--- config.mk ---
export PLATFORM = sky130hd
export DESIGN_NAME = vec_concat_unit
export DESIGN_NICKNAME = d
export VERILOG_FILES = /design/src/rtl/vec_concat_unit.sv
export SDC_FILE = /design/constraint.sdc
export NUM_CORES = 1
export LEC_CHECK = 0
export BUFFER_PORTS_ARGS = -buffer_cell sky130_fd_sc_hd__buf_2
export CAP_MARGIN = 20
export CORE_MARGIN = 3
export CORE_UTILIZATION = 35
export CTS_CLUSTER_SIZE = 12
export DETAILED_ROUTE_END_ITERATION = 8
export SLEW_MARGIN = 0
export SYNTH_ARGS = -nofsm -noshare
export SYNTH_HDL_FRONTEND = slang
export SYNTH_HIERARCHICAL = 1
export SYNTH_SLANG_ARGS = --single-unit
export TNS_END_PERCENT = 10
--- constraint.sdc ---
create_clock -name clk -period 2.3 [get_ports clk]
set_input_delay 0.345 -clock clk [delete_from_list [all_inputs] [get_ports clk]]
set_output_delay 0.345 -clock clk [all_outputs]
set_load 0.01 [all_outputs]
--- src/rtl/vec_concat_unit.sv ---
// vec_concat_unit: packs six 5-bit fields and a 2-bit pad into a 32-bit word.
// The word is split into four registered bytes, w (MSB) through z (LSB).
// out_valid marks the cycle after a capture. changed is high when that
// capture differed from the word that was held before it.
// Optional build macro VEC_CONCAT_UNIT_PARITY_EN adds the par output.
// par holds the even parity of each byte and is registered with the bytes.

// One byte lane of the held word.
// diff compares the incoming byte against the byte currently held, so the
// top level can form its change flag from the pre-capture value.
module vec_concat_unit_lane #(
    parameter int          VEC_W    = 8,
    parameter logic [VEC_W-1:0] RST_BYTE = '0
) (
    input  logic             clk,
    input  logic             rst_n,
    input  logic             cap,
    input  logic [VEC_W-1:0] d,
    output logic [VEC_W-1:0] q,
`ifdef VEC_CONCAT_UNIT_PARITY_EN
    output logic             par,
`endif
    output logic             diff
);
    // Compare against the held byte. X/Z inputs propagate here on purpose.
    assign diff = (d != q);

    // Load the byte on capture. Otherwise hold it.
    always_ff @(posedge clk or negedge rst_n) begin
        if (!rst_n)   q <= RST_BYTE;
        else if (cap) q <= d;
    end

`ifdef VEC_CONCAT_UNIT_PARITY_EN
    // Register the parity with the byte so the two stay aligned.
    always_ff @(posedge clk or negedge rst_n) begin
        if (!rst_n)   par <= ^RST_BYTE;
        else if (cap) par <= ^d;
    end
`endif
endmodule

module vec_concat_unit #(
    parameter logic [1:0]  PAD        = 2'b11,
    parameter logic [31:0] RESET_WORD = 32'h0000_0000
) (
    input  logic       clk,
    input  logic       rst_n,
    input  logic       in_valid,
    input  logic [4:0] a,
    input  logic [4:0] b,
    input  logic [4:0] c,
    input  logic [4:0] d,
    input  logic [4:0] e,
    input  logic [4:0] f,
    output logic [7:0] w,
    output logic [7:0] x,
    output logic [7:0] y,
    output logic [7:0] z,
`ifdef VEC_CONCAT_UNIT_PARITY_EN
    output logic [3:0] par,
`endif
    output logic       out_valid,
    output logic       changed
);
    localparam int NUM_LANES = 4;
    localparam int VEC_W     = 8;
    localparam int STAGES    = 1;

    logic [NUM_LANES-1:0][VEC_W-1:0] lane_d;
    logic [NUM_LANES-1:0][VEC_W-1:0] lane_q;
    logic [NUM_LANES-1:0]            lane_diff;
    logic [STAGES:0]                 vld_pipe;
    logic                            chg_q;

    // Pack the fields MSB-first. Lane 3 carries a[4] in its top bit and lane 0
    // carries the pad in its bottom bits.
    assign lane_d = {a, b, c, d, e, f, PAD};

    for (genvar i = 0; i < NUM_LANES; i++) begin : g_lane
        vec_concat_unit_lane #(
            .VEC_W    (VEC_W),
            .RST_BYTE (RESET_WORD[i*VEC_W +: VEC_W])
        ) u_lane (
            .clk   (clk),
            .rst_n (rst_n),
            .cap   (in_valid),
            .d     (lane_d[i]),
            .q     (lane_q[i]),
`ifdef VEC_CONCAT_UNIT_PARITY_EN
            .par   (par[i]),
`endif
            .diff  (lane_diff[i])
        );
    end

    assign vld_pipe[0] = in_valid;

    // Delay the valid bit by one stage so it lines up with the captured bytes.
    always_ff @(posedge clk or negedge rst_n) begin
        if (!rst_n) vld_pipe[STAGES:1] <= '0;
        else        vld_pipe[STAGES:1] <= vld_pipe[STAGES-1:0];
    end

    // Pulse changed only on a capture, using the word held before the edge.
    always_ff @(posedge clk or negedge rst_n) begin
        if (!rst_n) chg_q <= 1'b0;
        else        chg_q <= in_valid & (|lane_diff);
    end

    assign {w, x, y, z} = lane_q;
    assign out_valid    = vld_pipe[STAGES];
    assign changed      = chg_q;
endmodule

==> flow_summary.yaml, run 1 <==
run_status:
  status: "completed"
worst_setup_path:
  required_ps: 2470
  cp.arrival_ps: 1710
  path_cells: "xor2_1, nor4_1, nand2_1, o41a_1"
  worst-path-buf-inv: 0
  timing.rr.start: "g_lane[0].u_lane/q[4]"
  endpoint_kind: "register"
  path_class: "register to register"
  start_kind: "register"
  crit_family: "simple AND/OR/NAND/NOR gates"
  startpoint: "g_lane[0].u_lane/q[4]"
  cpMaxStageDelayCell: "o41a_1"
  path_max_fanout: 3
  slowest_delay_ps: 410
global_routing:
  grtUsageTotal: 0.130
  grt_util_met3: 0.0698
  top_usage_layer: "met2"
  grt_use_met2: 0.225
  grt_util_met1: 0.142
  first_global_vias: 1220
  grt_max_degree: 35
  antenna_found_initial: 0
  grt-ovfl-total: 0
  grt_pass1_wl_um: 5300
die:
  die-width_um: 73.4
  start_util: 0.379
  die_y_um: 73.4
  die_area_um2: 5390
  core_area_um2: 4200
  rows: 23
  io_pins: 67
cts:
  cts_tree: "built"
  cts_buffer_depth: 2
  cts_root_buffer: "clkbuf_8"
  cts_buffers: 5
  path_clk_slew_ps: 70
  cts_resized: 0
  clock_latency_ps: 280
  numClockSinks: 34
  cts-htree-levels: 2
  cts_hold_buffers: 0
  postCtsSetupBuffers: 0
logic_synthesis:
  yosysTopAreaCellShare: 0.535
  syn_area_um2: 1590
  synth.area.top_cells: "dfrtp_1 (53%), mux2_2 (23%), xor2_1 (18%), nor4_1 (3.1%), buf_2 (1.3%)"
  yosys.area_share.simple: 0.0409
  synthAdderAreaFrac: 0
  synth_compound_area_frac: 0.00708
  yosys.area.top_type: "dfrtp_1"
  yosysUniqueCellTypes: 8
  synthMuxAreaShare: 0.226
  netlist_instances: 116
  syn_avg_cell_area_um2: 13.7
  yosysWarnings: 6
  synth_seq_cells: 34
  synthXorXnorAreaFrac: 0.176
  yosysSeqAreaShare: 0.535
  synth_top_family_by_area: "multiplexers"
placed_design:
  place_area_um2: 1980
  place.port_buffers: 66
  place_congestion: 0.707
  dpl.hpwl_um: 2490
drt:
  route.detailed.drc: 0
  firstDrtPassIters: 4
  num_vias: 1125
  routed_via_density: 4.71
  ant_nets: 0
  drtIter0Drc: 52
  routed_wl_um: 3230
  wl_per_cell_um: 13.5
min_path:
  hp-class: "input port to async pin"
sta:
  min_period_over_period: 0.673
  finalHoldViolCount: 0
  slew_headroom: 0.499
  fin_skew_ps: 6.86
  rsz0062_at_grt: "false"
  worstMarginPinSlew_ps: 751
  setup_tns_ps: 0
  setup_viol: 0
  slew_violations: 0
  fmax_mhz: 646
  fin_crit_ps: 1550
power_and_ir_drop:
  power.leakage_nw: 0.989
  p_per_area_nw_per_um2: 691
  ir_worst_vdd_v: 0.000324
finish:
  final_nets: 221
  drive_gt1_frac: 0.556
  antenna_cells: 0
  area_growth_pct: 29.9
  final_area_um2: 2070
  fin_util: 0.492
flow_run:
  cap_viol_max_count: 0
## per-layer routing
metal,routed length [µm],part of all wire
met1,1270,0.39
met2,1610,0.50
met3,351,0.11
met4,0,0
met5,0,0
## through the flow
| stage | setup WS, ps | total power [W] | cells | hold WS, ps |
|---|---|---|---|---|
| detailed placement | 696 | 0.00100 | 231 | 455 |
| global placement | 714 | 0.000992 | 231 | 449 |
| CTS | 734 | 0.00146 | 239 | 139 |
| floorplan | 869 | 0.000870 | 119 | 49.4 |
| finish | 753 | 0.00143 | 239 | 118 |
| global route | 650 | 0.00152 | 239 | 174 |
## sequential cells by signal, summed over array words and instances, names as in the netlist
signal           flops
changed              1
out_valid            1
g_lane.u_lane/q     32
## power by group
group          internal [W]  switching, W
sequential         0.000657     0.0000482
clock              0.000241      0.000199
combinational      0.000146      0.000137
## final cells by class
cell class              count  area [µm²]
well taps                  50        62.6
clock buffers               7        86.3
fillers                   396        2130
repair buffers             66         330
clock inverters             1        5.00
flip-flops and latches     34         851
multi-input cells          81         732
## final timing paths
kind	end	slack [ps]	cells after the start
setup / recovery	changed	750	4
hold / removal	g_lane[1].u_lane/q[7]	120	1
setup reg to reg	changed	750	4
hold reg to reg	g_lane[0].u_lane/q[2]	550	1
max in group asynchronous	g_lane[2].u_lane/q[7]	1710	1
min in group clk	g_lane[1].u_lane/q[1]	320	2
## layout by cell type, fill, tap and decap left out, drive strengths merged
cell type and instances:
dfrtp 34, conb 4, nor4 8, clkbuf 7, nand2 4, o41a 1
clkinv 1, buf 66, mux2 32, xor2 32
## cells in the mapped netlist
cell	instances
conb_1	1
buf_2	4
mux2_2	32
nor4_1	8
xor2_1	32
o41a_1	1
nand2_1	4
dfrtp_1	34
## logic make-up (layout without fill, tap and decap cells)
group,count (synthesis),after routing
compound gates,1,1
xor+xnor,32,32
buf+inv,4,74
flops,34,34
mux,32,32
other cells,1,4
simple gates,12,12
## worst reg2reg max path, stage by stage, from the launching register on
cell     delay, ps
dfrtp_1        400
xor2_1         160
nor4_1         350
nand2_1        110
o41a_1         410
Note: power is estimated with default switching activity, not from simulation.
==> run 2, diff against run 1 <==
==> constraint.sdc (replaced) <==
create_clock -name clk -period 1.6 [get_ports clk]
set_input_delay 0.24 -clock clk [delete_from_list [all_inputs] [get_ports clk]]
set_output_delay 0.24 -clock clk [all_outputs]
set_load 0.01 [all_outputs]
==> flow_summary.yaml, run 2 (synthesis results as in run 1) <==
die:
  io_pins: 67
  die_y_um: 73.4
  core_area_um2: 4200
  rows: 23
  start_util: 0.379
  die_area_um2: 5390
  die-width_um: 73.4
sta:
  slew_violations: 0
  fin_skew_ps: 4.18
  hold_slack_ps: 210
  fmax_mhz: 660
  setup_viol: 0
  finalHoldViolCount: 0
  setup_tns_ps: 0
  rsz0062_at_grt: "false"
  min_period_over_period: 0.947
  timing.final.ws_setup_ps: 84.3
  fin_crit_ps: 1520
global_routing:
  antenna_found_initial: 0
  grt-ovfl-total: 0
  grt_pass1_wl_um: 5640
  first_global_vias: 1215
  grt_max_degree: 35
  grtUsageTotal: 0.136
cts:
  postCtsSetupBuffers: 0
  cts_buffers: 5
  cts_tree: "built"
  path_clk_slew_ps: 70
  cts_buffer_depth: 2
  cts-htree-levels: 2
  clock_latency_ps: 280
  numClockSinks: 34
  cts_root_buffer: "clkbuf_8"
finish:
  area_growth_pct: 35.0
  layout_common_cells: "buf_2 (66), dfrtp_1 (34), xor2_1 (32), mux2_2 (32), clkbuf_8 (8)"
  antenna_cells: 0
  final_area_um2: 2150
  top_register: "g_lane.u_lane/q"
  layout_commonest_cell: "buf_2"
  largest_register_ffs: 32
  final_nets: 224
  fill_cells: 380
  drive_gt1_frac: 0.573
min_path:
  holdCritStartpoint: "d[0]"
  hold_end: "g_lane[1].u_lane/q[4]"
  hold_depth: 2
  hp-class: "input port to register"
placed_design:
  place_congestion: 0.722
  place_area_um2: 2020
  place.port_buffers: 66
  place_worst_setup_slack_ps: 51.0
  dpl.hpwl_um: 2570
worst_setup_path:
  endpoint_kind: "register"
  worstReg2RegEnd: "changed"
  start_kind: "register"
  rrSetupSlack_ps: 80
  path_class: "register to register"
  path_max_fanout: 3
  required_ps: 1770
  worst-path-buf-inv: 0
  rr_worst_depth: 4
  timing.rr.start: "g_lane[1].u_lane/q[1]"
  path_cells: "xor2_1, nor4_2, nand2_1, o41a_1"
  cpMaxStageDelayCell: "o41a_1"
  crit_family: "compound AO/OA/AOI/OAI gates"
  cp.arrival_ps: 1680
  slowest_delay_ps: 420
power_and_ir_drop:
  p_per_area_nw_per_um2: 1010
  ir_worst_vdd_v: 0.000512
  power.leakage_nw: 1.02
drt:
  wl_per_cell_um: 13.9
  ant_nets: 0
  route.detailed.drc: 0
  drtIter0Drc: 41
  num_vias: 1159
  routed_via_density: 4.79
  routed_wl_um: 3370
  firstDrtPassIters: 4
flow_run:
  cap_viol_max_count: 0
run_status:
  status: "completed"
-- run 2: final cells by class --
class / count / area (µm²) / share of cell area
Timing Repair Buffer: 69 / 380 / 0.177
Sequential cell: 34 / 851 / 0.396
Multi-Input combinational cell: 81 / 744 / 0.347
Tap cell: 50 / 62.6 / 0.0291
Clock buffer: 8 / 110 / 0.0513
-- run 2: worst max-delay path by stage --
stage | startpoint | endpoint | depth (start not counted)
detailed placement | g_lane[1].u_lane/q[1] | changed | 4
global placement | g_lane[1].u_lane/q[1] | changed | 4
CTS | g_lane[1].u_lane/q[1] | changed | 4
finish | g_lane[1].u_lane/q[1] | changed | 4
floorplan | g_lane[1].u_lane/q[5] | changed | 4
global route | g_lane[1].u_lane/q[1] | changed | 4
-- run 2: power breakdown --
part	leakage [nW]	internal [W]	switching [W]
registers	0.397	0.000944	0.0000717
logic	0.567	0.000223	0.000200
clock network	0.0575	0.000434	0.000301
-- run 2: what timing repair did --
action,4_1_cts,5_1_grt
setup endpoints to repair,0,1
hold buffers,1,0
gates resized for setup,0,2
hold endpoints to repair,16,0
-- run 2: layer usage --
metal,GRT usage,routed length (µm),part of all wire
met1,0.167,1460,0.43
met4,0.0302,27,0.0080
met2,0.218,1540,0.46
met5,0,0,0
met3,0.0629,342,0.10
-- run 2: metrics by stage --
| stage | instances | power (W) | util |
|---|---|---|---|
| 3_3_place_gp | 233 | 0.00144 | 0.480 |
| 2_1_floorplan | 119 | 0.00125 | - |
| 6_report | 242 | 0.00217 | 0.511 |
| 3_5_place_dp | 233 | 0.00145 | 0.480 |
| 4_1_cts | 242 | 0.00221 | 0.508 |
| 5_1_grt | 242 | 0.00231 | 0.511 |
==> run 3, diff against run 2 <==
--- a/config.mk
+++ b/config.mk
@@ -9,8 +9,10 @@
 export CAP_MARGIN = 20
 export CORE_MARGIN = 3
 export CORE_UTILIZATION = 35
+export CTS_BUF_LIST = sky130_fd_sc_hd__clkbuf_8
 export CTS_CLUSTER_SIZE = 12
 export DETAILED_ROUTE_END_ITERATION = 8
+export MAX_ROUTING_LAYER = met4
 export SLEW_MARGIN = 0
 export SYNTH_ARGS = -nofsm -noshare
 export SYNTH_HDL_FRONTEND = slang
==> constraint.sdc (replaced) <==
create_clock -name clk -period 1.96 [get_ports clk]
set_input_delay 0.294 -clock clk [delete_from_list [all_inputs] [get_ports clk]]
set_output_delay 0.294 -clock clk [all_outputs]
set_load 0.01 [all_outputs]
==> flow_summary.yaml, run 3 (synthesis results as in run 1) <==
sta:
  setup_tns_ps: 0
  fin_skew_ps: 2.30
  finalHoldViolCount: 0
  fin_crit_ps: 1530
  slew_violations: 0
  setup_viol: 0
  min_period_over_period: 0.782
  hold_slack_ps: 79.8
  rsz0062_at_grt: "false"
  slew_headroom: 0.497
  timing.final.ws_setup_ps: 428
  fmax_mhz: 653
  worstMarginPinSlew_ps: 755
power_and_ir_drop:
  p_per_area_nw_per_um2: 782
  ir_worst_vdd_v: 0.000418
  power.leakage_nw: 0.996
  power_w: 0.00162
worst_setup_path:
  path_class: "register to register"
  path_cells: "xor2_1, nor4_1, nand2_1, o41a_1"
  cpMaxStageDelayCell: "o41a_1"
  path_max_fanout: 3
  cp.arrival_ps: 1690
  slowest_delay_ps: 420
  endpoint_kind: "register"
  start_kind: "register"
  required_ps: 2120
global_routing:
  grt_pass1_wl_um: 5310
  grt-ovfl-total: 0
  first_global_vias: 1222
  grtUsageTotal: 0.133
  grt_max_degree: 35
  antenna_found_initial: 0
die:
  start_util: 0.379
  core_area_um2: 4200
  die_area_um2: 5390
  rows: 23
  io_pins: 67
  die-width_um: 73.4
  die_y_um: 73.4
finish:
  fill_cells: 394
  multi_input_area_um2: 732
  seqCellArea_um2: 851
  largest_register_ffs: 32
  drive_gt1_frac: 0.550
  layout_common_cells: "buf_2 (66), dfrtp_1 (34), xor2_1 (32), mux2_2 (32), nor4_1 (8)"
  top_register: "g_lane.u_lane/q"
  area_growth_pct: 30.2
  layout_commonest_cell: "buf_2"
  final_nets: 222
  antenna_cells: 0
drt:
  num_vias: 1150
  ant_nets: 0
  wl_per_cell_um: 14.0
  routed_via_density: 4.81
  routed_wl_um: 3340
  drtIter0Drc: 45
  firstDrtPassIters: 2
  route.detailed.drc: 0
cts:
  cts_root_buffer: "clkbuf_8"
  cts_tree: "built"
  cts_buffers: 5
  clock_latency_ps: 280
  cts_resized: 0
  numClockSinks: 34
  cts_buffer_depth: 2
  postCtsSetupBuffers: 0
  cts-htree-levels: 2
  cts_hold_buffers: 0
  path_clk_slew_ps: 60
min_path:
  hp-class: "input port to async pin"
run_status:
  status: "completed"
placed_design:
  place.port_buffers: 66
  place_worst_setup_slack_ps: 425
  place_congestion: 0.696
  dpl.hpwl_um: 2560
flow_run:
  cap_viol_max_count: 0
[run 3: changes by cell type in the layout (fill, tap and decap cells not counted), sizes merged]
cell / before / now
clkbuf: 8 / 5
inv: 0 / 2
buf: 68 / 67
dlygate4sd3: 1 / 0
[run 3: final cells by class]
type	count	area share
well taps	50	0.0302
flip-flops and latches	34	0.411
clock buffers	5	0.0332
clock inverters	2	0.00362
repair buffers	67	0.169
multi-input cells	81	0.353
[run 3: worst paths after layout]
check | cells past startpoint | slack (ps) | endpoint | start
worst min-delay path | 1 | 80 | g_lane[1].u_lane/q[1] | rst_n
worst max register to register | 4 | 430 | changed | g_lane[1].u_lane/q[4]
min in group clk | 2 | 270 | g_lane[2].u_lane/q[3] | c[2]
worst min register to register | 1 | 550 | g_lane[2].u_lane/q[6] | g_lane[2].u_lane/q[6]
worst max-delay path | 4 | 430 | changed | g_lane[1].u_lane/q[4]
max in group asynchronous | 1 | 1400 | g_lane[3].u_lane/q[2] | rst_n
[run 3: worst max-delay path: cells and delay by family, from the launching register on]
family           cells  cell delay [ps]
AND/OR/NAND/NOR      2              420
AO/OA/AOI/OAI        1              420
flip-flops           1              410
XOR/XNOR             1              170
[run 3: layer usage]
layer | vias to the layer above | GRT usage | wire length [µm]
li1 | 540 | - | -
met1 | 560 | 0.131 | 1290
met2 | 48 | 0.235 | 1700
met3 | 2 | 0.0657 | 332
met4 | 0 | 0.0302 | 19
met5 | - | - | 0
[run 3: stage by stage]
| step | instance area (µm²) | utilization | instances |
|---|---|---|---|
| 2_1_floorplan | 1600 | - | 119 |
| 3_3_place_gp | 2000 | 0.475 | 232 |
| 4_1_cts | 2070 | 0.493 | 239 |
| 5_1_grt | 2070 | 0.493 | 239 |
| 3_5_place_dp | 2000 | 0.475 | 232 |
| 6_report | 2070 | 0.493 | 239 |
[run 3: power by group]
| group | switching [W] | internal (W) |
|---|---|---|
| clock | 0.000224 | 0.000233 |
| combinational | 0.000158 | 0.000175 |
| sequential | 0.0000588 | 0.000771 |
| total | 0.000441 | 0.00118 |
